**src/rtl/serial_word_deserializer.sv**
```systemverilog
// Sync-hunting serial-to-word deserializer with a 2-entry valid/ready output FIFO.
// Define SERIAL_DESER_PARITY_EN to expect an even-parity bit after every word (WIDTH+1 bits per word).
module serial_word_deserializer #(
  parameter int WIDTH = 8,
  parameter logic [WIDTH-1:0] SYNC = WIDTH'(8'hA5)
) (
  input  logic             i_clk,
  input  logic             i_rst,
  input  logic             i_bit,
  input  logic             i_bit_valid,
  output logic [WIDTH-1:0] o_data,
  output logic             o_valid,
  input  logic             i_ready,
  output logic             o_locked,
  output logic             o_overflow,
  output logic             o_parity_err
);

  localparam int CW = $clog2(WIDTH + 1);
  localparam logic [CW-1:0] W_FULL = CW'(WIDTH);
  localparam logic [CW-1:0] W_LAST = CW'(WIDTH - 1);

`ifdef SERIAL_DESER_PARITY_EN
  typedef enum logic [1:0] {ST_HUNT, ST_COLLECT, ST_PARITY} state_t;
`else
  typedef enum logic [1:0] {ST_HUNT, ST_COLLECT} state_t;
`endif

  state_t           r_state, w_state;
  logic [WIDTH-1:0] r_win, w_win;
  logic [CW-1:0]    r_fill, w_fill;
  logic [CW-1:0]    r_bcnt, w_bcnt;
  logic [WIDTH-1:0] r_e0, w_e0;
  logic [WIDTH-1:0] r_e1, w_e1;
  logic [1:0]       r_cnt, w_cnt;
  logic             r_locked;
  logic             r_overflow, w_overflow;
  logic [WIDTH-1:0] w_shift;
  logic [WIDTH-1:0] w_word;
  logic             w_push;
  logic             w_pop;
  logic             w_accept;
`ifdef SERIAL_DESER_PARITY_EN
  logic             r_perr, w_perr;
`endif

  always_comb begin
    w_state    = r_state;
    w_win      = r_win;
    w_fill     = r_fill;
    w_bcnt     = r_bcnt;
    w_e0       = r_e0;
    w_e1       = r_e1;
    w_cnt      = r_cnt;
    w_overflow = r_overflow;
    w_shift    = {r_win[WIDTH-2:0], i_bit};
    w_word     = w_shift;
    w_push     = 1'b0;
    w_pop      = (r_cnt != 2'd0) && i_ready;
`ifdef SERIAL_DESER_PARITY_EN
    w_perr     = 1'b0;
`endif

    if (i_bit_valid) begin
      w_win = w_shift;
      case (r_state)
        ST_HUNT: begin
          if (r_fill != W_FULL) w_fill = r_fill + 1'b1;
          if ((r_fill == W_FULL || r_fill == W_LAST) && w_shift == SYNC) begin
            w_state = ST_COLLECT;
            w_bcnt  = '0;
          end
        end
        ST_COLLECT: begin
          if (r_bcnt == W_LAST) begin
            w_bcnt = '0;
`ifdef SERIAL_DESER_PARITY_EN
            w_state = ST_PARITY;
`else
            w_push = 1'b1;
`endif
          end else begin
            w_bcnt = r_bcnt + 1'b1;
          end
        end
`ifdef SERIAL_DESER_PARITY_EN
        // The window has not yet shifted in the parity bit, so it still holds the word.
        ST_PARITY: begin
          if (^{r_win, i_bit}) begin
            w_perr  = 1'b1;
            w_state = ST_HUNT;
            w_fill  = '0;
          end else begin
            w_push  = 1'b1;
            w_word  = r_win;
            w_state = ST_COLLECT;
          end
        end
`endif
        default: w_state = ST_HUNT;
      endcase
    end

    // A full FIFO still takes the word when the head leaves on the same edge.
    w_accept = w_push && ((r_cnt != 2'd2) || w_pop);
    if (w_push && !w_accept) begin
      w_overflow = 1'b1;
      w_state    = ST_HUNT;
      w_fill     = '0;
    end

    case ({w_accept, w_pop})
      2'b10: begin
        if (r_cnt == 2'd0) w_e0 = w_word;
        else               w_e1 = w_word;
        w_cnt = r_cnt + 1'b1;
      end
      2'b01: begin
        if (r_cnt == 2'd2) w_e0 = r_e1;
        w_cnt = r_cnt - 1'b1;
      end
      2'b11: begin
        if (r_cnt == 2'd2) begin
          w_e0 = r_e1;
          w_e1 = w_word;
        end else begin
          w_e0 = w_word;
        end
      end
      default: ;
    endcase
  end

  always_ff @(posedge i_clk or posedge i_rst) begin
    if (i_rst) begin
      r_state    <= ST_HUNT;
      r_win      <= '0;
      r_fill     <= '0;
      r_bcnt     <= '0;
      r_e0       <= '0;
      r_e1       <= '0;
      r_cnt      <= 2'd0;
      r_locked   <= 1'b0;
      r_overflow <= 1'b0;
`ifdef SERIAL_DESER_PARITY_EN
      r_perr     <= 1'b0;
`endif
    end else begin
      r_state    <= w_state;
      r_win      <= w_win;
      r_fill     <= w_fill;
      r_bcnt     <= w_bcnt;
      r_e0       <= w_e0;
      r_e1       <= w_e1;
      r_cnt      <= w_cnt;
      r_locked   <= (w_state != ST_HUNT);
      r_overflow <= w_overflow;
`ifdef SERIAL_DESER_PARITY_EN
      r_perr     <= w_perr;
`endif
    end
  end

  assign o_data     = r_e0;
  assign o_valid    = (r_cnt != 2'd0);
  assign o_locked   = r_locked;
  assign o_overflow = r_overflow;
`ifdef SERIAL_DESER_PARITY_EN
  assign o_parity_err = r_perr;
`else
  assign o_parity_err = 1'b0;
`endif

endmodule

```
**config.mk**
```make
export PLATFORM = sky130hd
export DESIGN_NAME = serial_word_deserializer
export DESIGN_NICKNAME = d
export VERILOG_FILES = /design/src/rtl/serial_word_deserializer.sv
export SDC_FILE = /design/constraint.sdc
export NUM_CORES = 1
export LEC_CHECK = 0
export ABC_AREA = 1
export ABC_CLOCK_PERIOD_IN_PS = 2200
export CAP_MARGIN = 0
export CORE_MARGIN = 2
export CORE_UTILIZATION = 40
export DETAILED_ROUTE_END_ITERATION = 12
export PLACE_DENSITY_LB_ADDON = 0.05
export SLEW_MARGIN = 20
export SYNTH_ARGS = -nofsm -noshare
export SYNTH_HDL_FRONTEND = slang
export SYNTH_SLANG_ARGS = --single-unit
```
**constraint.sdc**
```tcl
create_clock -name i_clk -period 2.2 [get_ports i_clk]
set_input_delay 0.22 -clock i_clk [delete_from_list [all_inputs] [get_ports i_clk]]
set_output_delay 0.22 -clock i_clk [all_outputs]
set_load 0.01 [all_outputs]
```
==> impl_metrics.tcl, run 1 <==
set metrics [dict create \
    status "finished, final reports clean" \
    switchingPower_uw 826 \
    cts-root-buf "clkbuf_8" \
    syn_nets 283 \
    clockBufferDepth 2 \
    drtIter0Drc 147 \
    hold_class "input pin to asynchronous set/reset pin" \
    postPlaceCellArea_mm2 0.00225 \
    seq_power_share 0.431 \
    dp_slack_ns 0.314 \
    vias 1778 \
    area_growth_pct 16.1 \
    dp_cells 355 \
    dpl.hpwl_um 3150 \
    fin_crit_ns 1.90 \
    clock-sinks 37 \
    async_flop_share 1.00 \
    initial_core_util 0.422 \
    port_buffers 15 \
    finClkSkew_ns 0.00363 \
    cts_tree "yes" \
    drtAntennaViolNets 0 \
    core_mm2 0.00482 \
    grt_pass1_vias 1575 \
    viasPerCell 4.90 \
    finalSetupTns_ns 0 \
    syn_area_mm2 0.00203 \
    yosys-top-cells-area "dfrtp_1, nand2_1, nand3_1" \
    required_ns 1.98 \
    arrival_ns 1.68 \
    synth_top_area_cell "dfrtp_1" \
    cts_buffers 5 \
    grt_max_degree 38 \
    hold_buffers 0 \
    grt_remaining_overflow 0 \
    clockPowerShare 0.251 \
    met3_usage 0.0450 \
    fmax_mhz 526 \
    n_fill_cell 506 \
    clk_pin_slew_worst_paths_ns 0.07 \
    die_w_um 75.3 \
    p_int_uw 1500 \
    insertion_delay_ns 0.29 \
    cp_max_fo 11 \
    htree_levels 2 \
    busiest_layer "met1" \
    max_cap_viol_count 0 \
    gp_congestion 0.839 \
    drt_wl_total_um 4440 \
    synth_seq_area_share 0.455 \
    cts_resized 0 \
    use_met2 0.253 \
    finalSetupViolCount 0 \
    track_usage 0.178 \
    fin_ws_ns 0.298 \
    leakage_uw 0.00123 \
    yosys_warnings 0 \
    final_hold_viol_count 0 \
    end_kind "primary output" \
    use_met1 0.265 \
    vdd_drop_max_uv 432 \
    wire_per_inst_um 12.2 \
    yosys_register_bits 37 \
    die-area_mm2 0.00567 \
    critPathKind "flip-flop to primary output" \
    r2r.worst_path.cells 8 \
    power_uw 2330 \
    first_pass_iters 4 \
    post_cts_buffers 0 \
    synth_top_cell_area_share 0.455 \
    finalMaxSlewViolations 0 \
    p_per_area_mw_per_mm2 987 \
    combPwrFrac 0.318 \
    design.portCount 17 \
    finalInstanceArea_mm2 0.00236 \
    synth.distinct_cells 22 \
    antenna_found_initial 0 \
    postSynthAreaPerCell_um2 7.39 \
    ys.flop_type "dfrtp_1" \
    layout-drive-gt1-share 0.0878 \
    drc_errors 0 \
    fin_cells 363 \
    netlist_instances 275 \
    period_share 0.865 \
    diodes 0 \
    rsz0062_at_grt "no" \
    final_nets 303 \
    grt_pass1_wl_um 7620 \
    synth-edff-count 0 \
    start_kind "flip-flop" \
    swShare 0.355 \
    num_rows 25 \
    dieHeight_um 75.3 \
]
-- kinds of logic (layout without fill, tap and decap cells) --
logic type | Yosys count | after routing | share of synthesized area
simple gates | 185 | 185 | 0.406
fa+ha+maj | 3 | 3 | 0.0185
other cells | 1 | 1 | 0.00184
xor+xnor | 1 | 1 | 0.00431
flops | 37 | 37 | 0.455
buf+inv | 32 | 53 | 0.0738
compound gates | 16 | 16 | 0.0406
-- routing by layer --
metal	part of all wire	up-vias	routed length, um
li1	-	916	-
met1	0.50	796	2210
met2	0.43	62	1930
met3	0.058	4	258
met4	0.0097	0	43
met5	0	-	0
-- worst paths after layout --
kind                                             start                endpoint  slack [ns]
worst max-delay path              r_cnt[1]$_DFFE_PP0P_                 o_valid        0.30
worst min-delay path                             i_rst      o_locked$_DFF_PP0_        0.33
worst max register to register   r_bcnt[0]$_DFFE_PP0P_   o_data[0]$_DFFE_PP0P_        0.43
worst min register to register  o_overflow$_DFFE_PP0N_  o_overflow$_DFFE_PP0N_        0.48
max in group asynchronous                        i_rst   o_data[5]$_DFFE_PP0P_        1.52
min in group i_clk              o_overflow$_DFFE_PP0N_  o_overflow$_DFFE_PP0N_        0.48
-- flip-flops by register name, indices dropped and copies added (netlist names) --
name / flops
r_win: 7
r_state: 2
o_data: 8
r_bcnt: 4
r_fill: 4
o_overflow: 1
r_cnt: 2
o_locked: 1
r_e1: 8
-- area by class of cell --
| cell class | instances | area, um2 | share of cell area |
|---|---|---|---|
| flip-flops and latches | 37 | 926 | 0.392 |
| multi-input cells | 206 | 957 | 0.406 |
| clock buffers | 6 | 72.6 | 0.0308 |
| repair buffers | 20 | 188 | 0.0795 |
| well taps | 67 | 83.8 | 0.0355 |
| clock inverters | 2 | 38.8 | 0.0164 |
| inverters | 25 | 93.8 | 0.0398 |
-- critical path: stages, from the launching register on --
cell and delay, ns:
dfrtp_1 0.62, nor2_1 0.16, inv_1 0.08, clkdlybuf4s50_1 0.53
-- cells in the final DEF, fill, tap and decap left out, drive strengths merged --
master / n
clkinv: 1
nand3: 57
a21boi: 1
clkdlybuf4s50: 15
bufinv: 1
nand4: 2
or2: 1
inv: 25
xor2: 1
conb: 1
a21oi: 4
o21ai: 11
clkbuf: 6
nor2: 15
nand2: 109
nor3: 1
dfrtp: 37
ha: 3
buf: 5
-- synth_stat cells, drive strengths merged, types with 2 or more instances --
library cell and n:
nand3 57, buf 6, nand4 2, dfrtp 37, o21ai 11, inv 25, nand2 109, a21oi 4
nor2 15, ha 3
-- metrics by stage --
stage	hold slack, ns	utilization
floorplan	0.298	-
global placement	0.450	0.467
detailed placement	0.454	0.467
CTS	0.351	0.490
global route	0.391	0.490
finish	0.330	0.490
-- power by group through the flow --
stage	Clock, uW	Sequential (uW)	Combinational (uW)
detailed placement	0	1020	740
global route	631	1030	850
finish	585	1000	740
CTS	608	1000	746
global placement	0	1020	740
floorplan	0	994	480
Note: power is estimated with default switching activity, not from simulation.
==> run 2: changes to the inputs <==
SETUP_SLACK_MARGIN = 0.1   (was unset)
==> results of run 2 <==
No change in the layout: final DEF, timing and power equal those of run 1.
==> run 3: changes to the inputs <==
SKIP_LAST_GASP = 1   (was unset)
==> results of run 3 <==
No change in the layout: final DEF, timing and power equal those of run 1.
